==> src/rtl/tag_table.sv <==
// Rename-tag occupancy tracker for the ALU reservation-station pool and the
// load/store buffer pool: lowest free root per pool, full flags, busy counts.
module tag_table #(
  parameter int ROOT_W = 3,
  parameter int CNT_W  = ROOT_W + 1
) (
  input  logic              clk,
  input  logic              rst_n,
  input  logic              rdy,
  input  logic              flush,
  input  logic              alu_alloc,
  input  logic              ls_alloc,
  input  logic              alu_rel_en,
  input  logic [ROOT_W-1:0] alu_rel_root,
  input  logic              ls_rel_en,
  input  logic [ROOT_W-1:0] ls_rel_root,
  output logic [ROOT_W-1:0] ALUfreeTag,
  output logic [ROOT_W-1:0] LSfreeTag,
  output logic              alu_full,
  output logic              ls_full,
  output logic [CNT_W-1:0]  alu_cnt,
  output logic [CNT_W-1:0]  ls_cnt,
  output logic              alloc_err
);

  localparam int DEPTH = 1 << ROOT_W;
  localparam logic [CNT_W-1:0] FULL_CNT = CNT_W'(DEPTH);

  logic [DEPTH-1:0] alu_busy, ls_busy;
  logic [DEPTH-1:0] alu_busy_nx, ls_busy_nx;
  logic [CNT_W-1:0] alu_cnt_nx, ls_cnt_nx;
  logic             alu_alloc_ok, ls_alloc_ok;
  logic             alu_rel_ok, ls_rel_ok;
  logic             alloc_overflow;

  // Handshake: alloc is a one-cycle consume of the currently presented free
  // tag; it takes effect only when rdy=1, flush=0 and the pool is not full.
  assign alu_full = (alu_cnt == FULL_CNT);
  assign ls_full  = (ls_cnt == FULL_CNT);

  assign alu_alloc_ok = alu_alloc && !alu_full;
  assign ls_alloc_ok  = ls_alloc && !ls_full;
  assign alu_rel_ok   = alu_rel_en && alu_busy[alu_rel_root];
  assign ls_rel_ok    = ls_rel_en && ls_busy[ls_rel_root];

  assign alloc_overflow = (alu_alloc && alu_full) || (ls_alloc && ls_full);

  // Lowest-index free root; a full pool falls through to 0.
  always_comb begin
    ALUfreeTag = '0;
    for (int i = DEPTH - 1; i >= 0; i--) begin
      if (!alu_busy[i]) ALUfreeTag = ROOT_W'(i);
    end
  end

  always_comb begin
    LSfreeTag = '0;
    for (int i = DEPTH - 1; i >= 0; i--) begin
      if (!ls_busy[i]) LSfreeTag = ROOT_W'(i);
    end
  end

  // Allocated root is free and released root is busy, so they never collide.
  always_comb begin
    alu_busy_nx = alu_busy;
    if (alu_alloc_ok) alu_busy_nx[ALUfreeTag] = 1'b1;
    if (alu_rel_ok)   alu_busy_nx[alu_rel_root] = 1'b0;
    alu_cnt_nx = alu_cnt + {{(CNT_W-1){1'b0}}, alu_alloc_ok}
                         - {{(CNT_W-1){1'b0}}, alu_rel_ok};
  end

  always_comb begin
    ls_busy_nx = ls_busy;
    if (ls_alloc_ok) ls_busy_nx[LSfreeTag] = 1'b1;
    if (ls_rel_ok)   ls_busy_nx[ls_rel_root] = 1'b0;
    ls_cnt_nx = ls_cnt + {{(CNT_W-1){1'b0}}, ls_alloc_ok}
                       - {{(CNT_W-1){1'b0}}, ls_rel_ok};
  end

  always_ff @(posedge clk or negedge rst_n) begin
    if (!rst_n) begin
      alu_busy  <= '0;
      ls_busy   <= '0;
      alu_cnt   <= '0;
      ls_cnt    <= '0;
      alloc_err <= 1'b0;
    end else if (rdy) begin
      if (flush) begin
        alu_busy <= '0;
        ls_busy  <= '0;
        alu_cnt  <= '0;
        ls_cnt   <= '0;
      end else begin
        alu_busy <= alu_busy_nx;
        ls_busy  <= ls_busy_nx;
        alu_cnt  <= alu_cnt_nx;
        ls_cnt   <= ls_cnt_nx;
        if (alloc_overflow) alloc_err <= 1'b1;
      end
    end
  end

endmodule
==> config.mk <==
export PLATFORM = sky130hd
export DESIGN_NAME = tag_table
export DESIGN_NICKNAME = d
export VERILOG_FILES = /design/src/rtl/tag_table.sv
export SDC_FILE = /design/constraint.sdc
export NUM_CORES = 1
export LEC_CHECK = 0
export CAP_MARGIN = 20
export CORE_ASPECT_RATIO = 1.1
export CORE_MARGIN = 3
export CORE_UTILIZATION = 53
export CTS_CLUSTER_DIAMETER = 120
export DETAILED_ROUTE_END_ITERATION = 16
export GPL_ROUTABILITY_DRIVEN = 0
export PLACE_DENSITY = 0.83
export SYNTH_ARGS = -nofsm -noshare
export SYNTH_HDL_FRONTEND = slang
export SYNTH_SLANG_ARGS = --single-unit
==> constraint.sdc <==
create_clock -name clk -period 2.8 [get_ports clk]
set_input_delay 0.28 -clock clk [delete_from_list [all_inputs] [get_ports clk]]
set_output_delay 0.28 -clock clk [all_outputs]
set_load 0.01 [all_outputs]
==> summary.md <==
| Metric | Value |
|---|---|
| Mapped cell area | `around 1800 µm²` |
| Drt total wl | `between 4 and 5 mm` |
| Status | `finished clean` |
| DR WL/cell | `16.93 µm` |
| CORE AREA | `3127 µm²` |
| Max-Cap Viols | `0` |
| Lkg Pwr | `0.9530 nW` |
| Post-synth EDFFs | `0` |
| Die X | `between 60 and 70 µm` |
| PortBufs | `30` |
| Detail Route Antenna Nets | `0` |
| Endpoints failing setup | `0` |
| Initial antenna violation count | `0` |
| Setup Skew | `4.245 ps` |
| Worst hold path type | `in -> async` |
| Syn avg cell area | `around 9.5 µm²` |
| Yosys top cell area share | `0.3494` |
| Final worst path period share | `0.9546` |
| Switching Share | `0.3748` |
| Crit path DAT | `2900 ps` |
| Netlist cell types | `52` |
| Htree depth | `1` |
| Async SR Flop Fraction | `1.000` |
| Max IR drop VDD | `approximately 0.34 mV` |
| Core Rows | `21` |
| Synth Flop Type | `dfrtp_1` |
| First-pass GRT wire length | `about 7.4 mm` |
| GRT Overall Usage | `0.2389` |
| Count leader, synth | `dfrtp_1` |
| Clock power frac | `0.125` |
| Worst stage delay on the critical path | `between 500 and 600 ps` |
| CTS buffer count | `3` |
| Initial DRC Count | `127` |
| Register bit total from synthesis | `25` |
| Syn Inst Count | `188` |
| Area grow syn2layout | `22.08%` |
| Net load switching power | `494.5 µW` |
| Critical Path Start Type | `input port` |
| Share of cells above drive strength 1 | `0.1062` |
| Critical-path top delay cell | `clkdlybuf4s50_1` |
| Clk_lat worst skew | `~320 ps` |
| Antenna diode count | `0` |
| Post-route cell area | `approximately 2200 µm²` |
| Power per cell area | `603.6 nW/µm²` |
| Setup Fix Bufs, Post-CTS | `0` |
| Power Internal | `824.8 µW` |
| Mapped Nets | `214` |
| Hold slack | `305.7 ps` |
| Final hold vios | `0` |
| CP Data Required Time | `3030 ps` |
| Placed wire-length estimate | `3.446 mm` |
| Vias per cell | `6.277` |
| Flop pwr share | `0.376` |
| Clock root buffer | `clkbuf_4` |
| Largest net degree at the start of global routing | `26` |
| Fin Setup TNS | `0 ps` |
| Worst path top cell family by delay | `multiplexers` |
| Synthesis warning total | `0` |
| Cts hold-fix bufs | `0` |
| Synth top cells by count | `25 x dfrtp_1, 17 x inv_1, 12 x nand2_1, 10 x ha_1, 9 x a21oi_1` |
| Clk buf depth | `2` |
| Clk sinks | `25` |
| Area leader, netlist | `dfrtp_1` |
| Pre-antenna DRT Iters | `4` |
| Fmax | `374.1 MHz` |
| Critical-path cell list | `clkdlybuf4s50_1, mux4_2, mux2i_1, nor2b_1, ha_1, inv_1, ha_1, a21o_1, a21oi_1, xor2_1, nor3_1, a21o_1` |
| Initial Util | `0.5726` |
| Placed cell area | `2160 µm²` |
| Combinational share of power | `0.499` |
| PostCTS Resize Cnt | `1` |
| Critical Path End Type | `register` |
| Die area | `4112 µm²` |
| Clock transition at the registers of the reported paths | `140 ps` |
| Fin nets | `253` |
| Design Power | `1.319 mW` |
| Slew Viols, Final | `0` |
| Io pins | `31` |
| CP bufs+invs | `2` |
| Unrepaired setup endpoints after global routing | `false` |
| Fillers | `242` |
| Grt ovf | `0` |
| Slew HR | `0.5849` |
| Via count | `1632` |
| Max FO, Critical Path | `4` |
| Vias in the first global route | `1616` |
| Final worst path period need | `about 2700 ps` |
| Ranking of synthesized cells by area | `dfrtp_1 35%, ha_1 7.0%, inv_1 3.6%` |
| Die height | `66.96 µm` |
| Sequential fraction of the synthesis area | `0.3494` |
| WS Path Type | `in -> reg` |
| Clock tree from TritonCTS | `done` |
| Worst slew pin tran | `620.8 ps` |
| DRC violations left | `0` |
==> stage by stage <==
stage	setup slack, ps	instances	util
4_1_cts	111.2	260	0.6991
3_3_place_gp	-227.8	256	0.6907
3_5_place_dp	-387.5	256	0.6907
5_1_grt	51.38	260	0.6991
2_1_floorplan	213.5	188	-
6_report	127.2	260	0.6991
==> final timing paths <==
check	endpoint	cells past startpoint	slack, ps	from
setup / recovery	alu_cnt[3]$_DFFE_PN0P_	12	130	alu_rel_root[0]
hold / removal	alu_cnt[1]$_DFFE_PN0P_	2	310	rst_n
setup reg to reg	ls_cnt[3]$_DFFE_PN0P_	12	160	ls_busy[3]$_DFFE_PN0P_
hold reg to reg	alloc_err$_DFFE_PN0P_	1	500	alloc_err$_DFFE_PN0P_
max in group asynchronous	ls_busy[0]$_DFFE_PN0P_	2	2250	rst_n
min in group clk	alloc_err$_DFFE_PN0P_	1	500	alloc_err$_DFFE_PN0P_
==> power groups by stage <==
stage               logic [mW]  registers, mW  clock network [mW]
floorplan                0.357          0.510                   0
global placement         0.615          0.496                   0
detailed placement       0.662          0.503                   0
CTS                      0.665          0.496               0.165
global route             0.726          0.507               0.186
finish                   0.659          0.496               0.164
==> registers in the layout (all words and copies together) (netlist names) <==
signal,flops
ls_cnt,4
alu_busy,8
alloc_err,1
ls_busy,8
alu_cnt,4
==> cell families after synthesis <==
logic type	share of synthesized area
AOI/OAI and AO/OA	0.2250
xor gates and xnor gates	0.01957
adders and majority gates	0.09224
buffers and inverters	0.06709
DFF	0.3494
muxes	0.05590
and+or+nand+nor	0.1908
==> layout by cell type, fill, tap and decap left out, types with 3 or more instances in the layout <==
cell and n:
clkdlybuf4s50_1 29, dfrtp_1 25, inv_1 17, nand2_1 12, buf_4 11, ha_1 10
a21oi_1 9, nand2b_1 8, a31oi_1 7, o21ai_0 7, nor2_1 7, nor3_1 7
nand3_1 5, a41oi_1 5, a21o_1 5, a311oi_1 5, mux2i_1 4, a21boi_0 3
nand4_1 3, nor2b_1 3, nand3b_1 3, clkbuf_4 3
==> worst reg2reg max path: stages, from the launching register on <==
cell      delay (ps)
dfrtp_1          480
mux2i_1          230
o22ai_2          130
a211oi_4         170
and2b_2          240
ha_1             260
inv_1             40
ha_1             210
a21o_1           200
a21oi_1          180
xor2_1           180
nor3_1            70
a21o_1           160
==> cell type report <==
type                    count  area (µm²)  share of cell area
repair buffers             41       381.6              0.1746
clock inverters             1       5.005            0.002290
flip-flops and latches     25       625.6              0.2862
well taps                  34       42.54             0.01946
multi-input cells         139        1045              0.4780
inverters                  17       63.81             0.02919
clock buffers               3       22.52             0.01030
==> layer usage <==
layer / part of all wire / track usage / vias up
li1: - / - / 775
met1: 0.39 / 0.3028 / 785
met2: 0.54 / 0.4153 / 64
met3: 0.059 / 0.03101 / 8
met4: 0.012 / 0.06897 / 0
met5: 0 / 0 / -
No activity file was read; power rests on OpenSTA's default activity.
==> RTL change (same settings) <==
Make the reset (`rst_n`) synchronous in one clocked block.
--- a/src/rtl/tag_table.sv
+++ b/src/rtl/tag_table.sv
@@ -79,3 +79,3 @@
 
-  always_ff @(posedge clk or negedge rst_n) begin
+  always_ff @(posedge clk) begin
     if (!rst_n) begin
Check against the original RTL: differs if rst_n is asserted again (counterexample within 4 cycles, from zero or initial values and one cycle with rst_n low); with rst_n held inactive, the same outputs for 4 cycles.
==> RTL change against the original RTL <==
  * First-iteration DRC count grew 25%
  * Global-route usage down 1.0 points
  * Critical endpoint is now alu_cnt[1]
  * Wire length down 5.8%
  * Highest routed layer unchanged
  * Design area down 3.8%
  * Synthesized area down 2.0%
  * Worst setup slack gained 0.095 ns
  * Non-clock buffer count decreased by 5
  * Sequential cell count unchanged
Power is not compared: it rests on default switching activity, and its combinational part moved more than twofold at a synthesized area within 25%.
==> RTL change: results (changes against the original RTL) <==
Routing
  – Metal2 WL: 2083 µm (-12%)
  – Via count: 1665 (+2.0%)
  – Routed wl met3: 170 µm (-35%)
  – Detailed-routing wirelength on met1: 1853 µm (+7.2%)
  – Routed WL: 4147 µm (-5.8%)

CTS
  – Post-cts sizing count: 0 (-1)
  – Post-CTS Setup Bufs: 0 (unchanged)
  – TritonCTS Buffers: 3 (unchanged)
  – Root Buffer: clkbuf_4
  – Clk buf depth: 2 (unchanged)

Global routing
  – Vias in the first global route: 1589 (-1.7%)
  – Antenna violations before repair: 0 (unchanged)
  – Met2 Resource Use GR: 37.97% (-3.6 points)
  – GRT Util Overall: 22.86% (-1.0 points)
  – Global-route wire length before repair: 7134 µm (-4.2%)
  – Largest net degree at the start of global routing: 15 (-42%)
  – GR Layer Usage met3: 2.344% (-0.76 points)
  – M1 GR Usage: 30.20% (-0.075 points)

Place
  – DP Area: 2076 µm² (-3.9%)
  – DP Wirelength: 3135 µm (-9.0%)

Synth
  – Syn nets: 245 (+14%)
  – Commonest cells in the netlist: dfxtp_1, nand2_1, inv_1, a21oi_1, a31oi_1
  – Seq/Total Area, Yosys: 28.53% (-6.4 points)
  – Post-synth ARST share: 0% (-100 points)
  – Synth unique cells: 48 (-7.7%)
  – Main area contributors after synthesis: dfxtp_1, ha_1, nand2_1
  – Most used flip-flop cell after synthesis: dfxtp_1

Timing
  – Final Skew: 0.01063 ns (+0.006386 ns)
  – Slew of the pin with the lowest slew margin: 0.7241 ns (+0.1034 ns)
  – Setup Viol. Count Final: 0 (unchanged)

Worst setup path
  – Max incr delay on CP: 0.51 ns (-0.07 ns)
  – Worst-path maximum fanout: 2 (-2)
  – CP arrival: 2.86 ns (-0.04 ns)
  – Top Family by Delay on Critical Path: adder cells
  – CP max stage cell: mux4_2

Min path
  – Min-Delay Path Class: register to register

Status
  – Status: finished, final reports clean

Cells and area
  – Fin nets: 272 (+7.5%)
  – Biggest regs: alu_busy (8), ls_busy (8)
## RTL change: worst paths after layout
| kind | startpoint | slack, ns | depth (start not counted) | endpoint |
|---|---|---|---|---|
| min | alu_cnt[3] | 0.49 | 2 | alu_cnt[3] |
| min reg2reg | alu_cnt[3] | 0.49 | 2 | alu_cnt[3] |
| max | alu_rel_root[0] | 0.22 | 11 | alu_cnt[1] |
| max reg2reg | alu_busy[0] | 0.30 | 10 | alu_cnt[1] |
## RTL change: worst register-to-register path: stages (launching register included)
cell and delay, ns:
dfxtp_1 0.40, mux4_2 0.49, mux2i_1 0.15, a21boi_1 0.09, ha_1 0.27, inv_1 0.04, ha_1 0.20, fa_1 0.49
nand2_1 0.05, o22ai_1 0.14, and2_1 0.14
## RTL change: cell families after synthesis
logic type	after synthesis	synth area share (%)
xor+xnor	4	1.998
fa+ha+maj	12	9.415
compound gates	67	23.75
simple gates	76	24.82
mux	5	4.279
buf+inv	30	7.204
flops	25	28.53
## RTL change: metrics by stage
step / utilization [%] / cells / setup TNS (ns) / worst slack [ns] / power (µW)
after global placement: 66.95 / 275 / -0.2046 / -0.07365 / 491.2
after global routing: 67.80 / 279 / 0 / 0.04863 / 686.8
final: 67.80 / 279 / 0 / 0.2225 / 651.6
after floorplan: - / 219 / 0 / 0.3101 / 443.2
after detailed placement: 66.95 / 275 / -0.3869 / -0.1380 / 494.0
after CTS: 67.80 / 279 / 0 / 0.2162 / 655.7
## RTL change: where the power goes
part / switching, µW / internal [µW]
clock: 108 / 55.7
combinational: 62.3 / 58.4
sequential: 6.35 / 361
total: 177 / 475
## RTL change: cell type report
type	count	area, µm²
multi-input cells	164	1127
fillers	277	998.5
well taps	34	42.54
inverters	16	60.06
clock buffers	4	26.28
repair buffers	36	345.3
flip-flops and latches	25	500.5
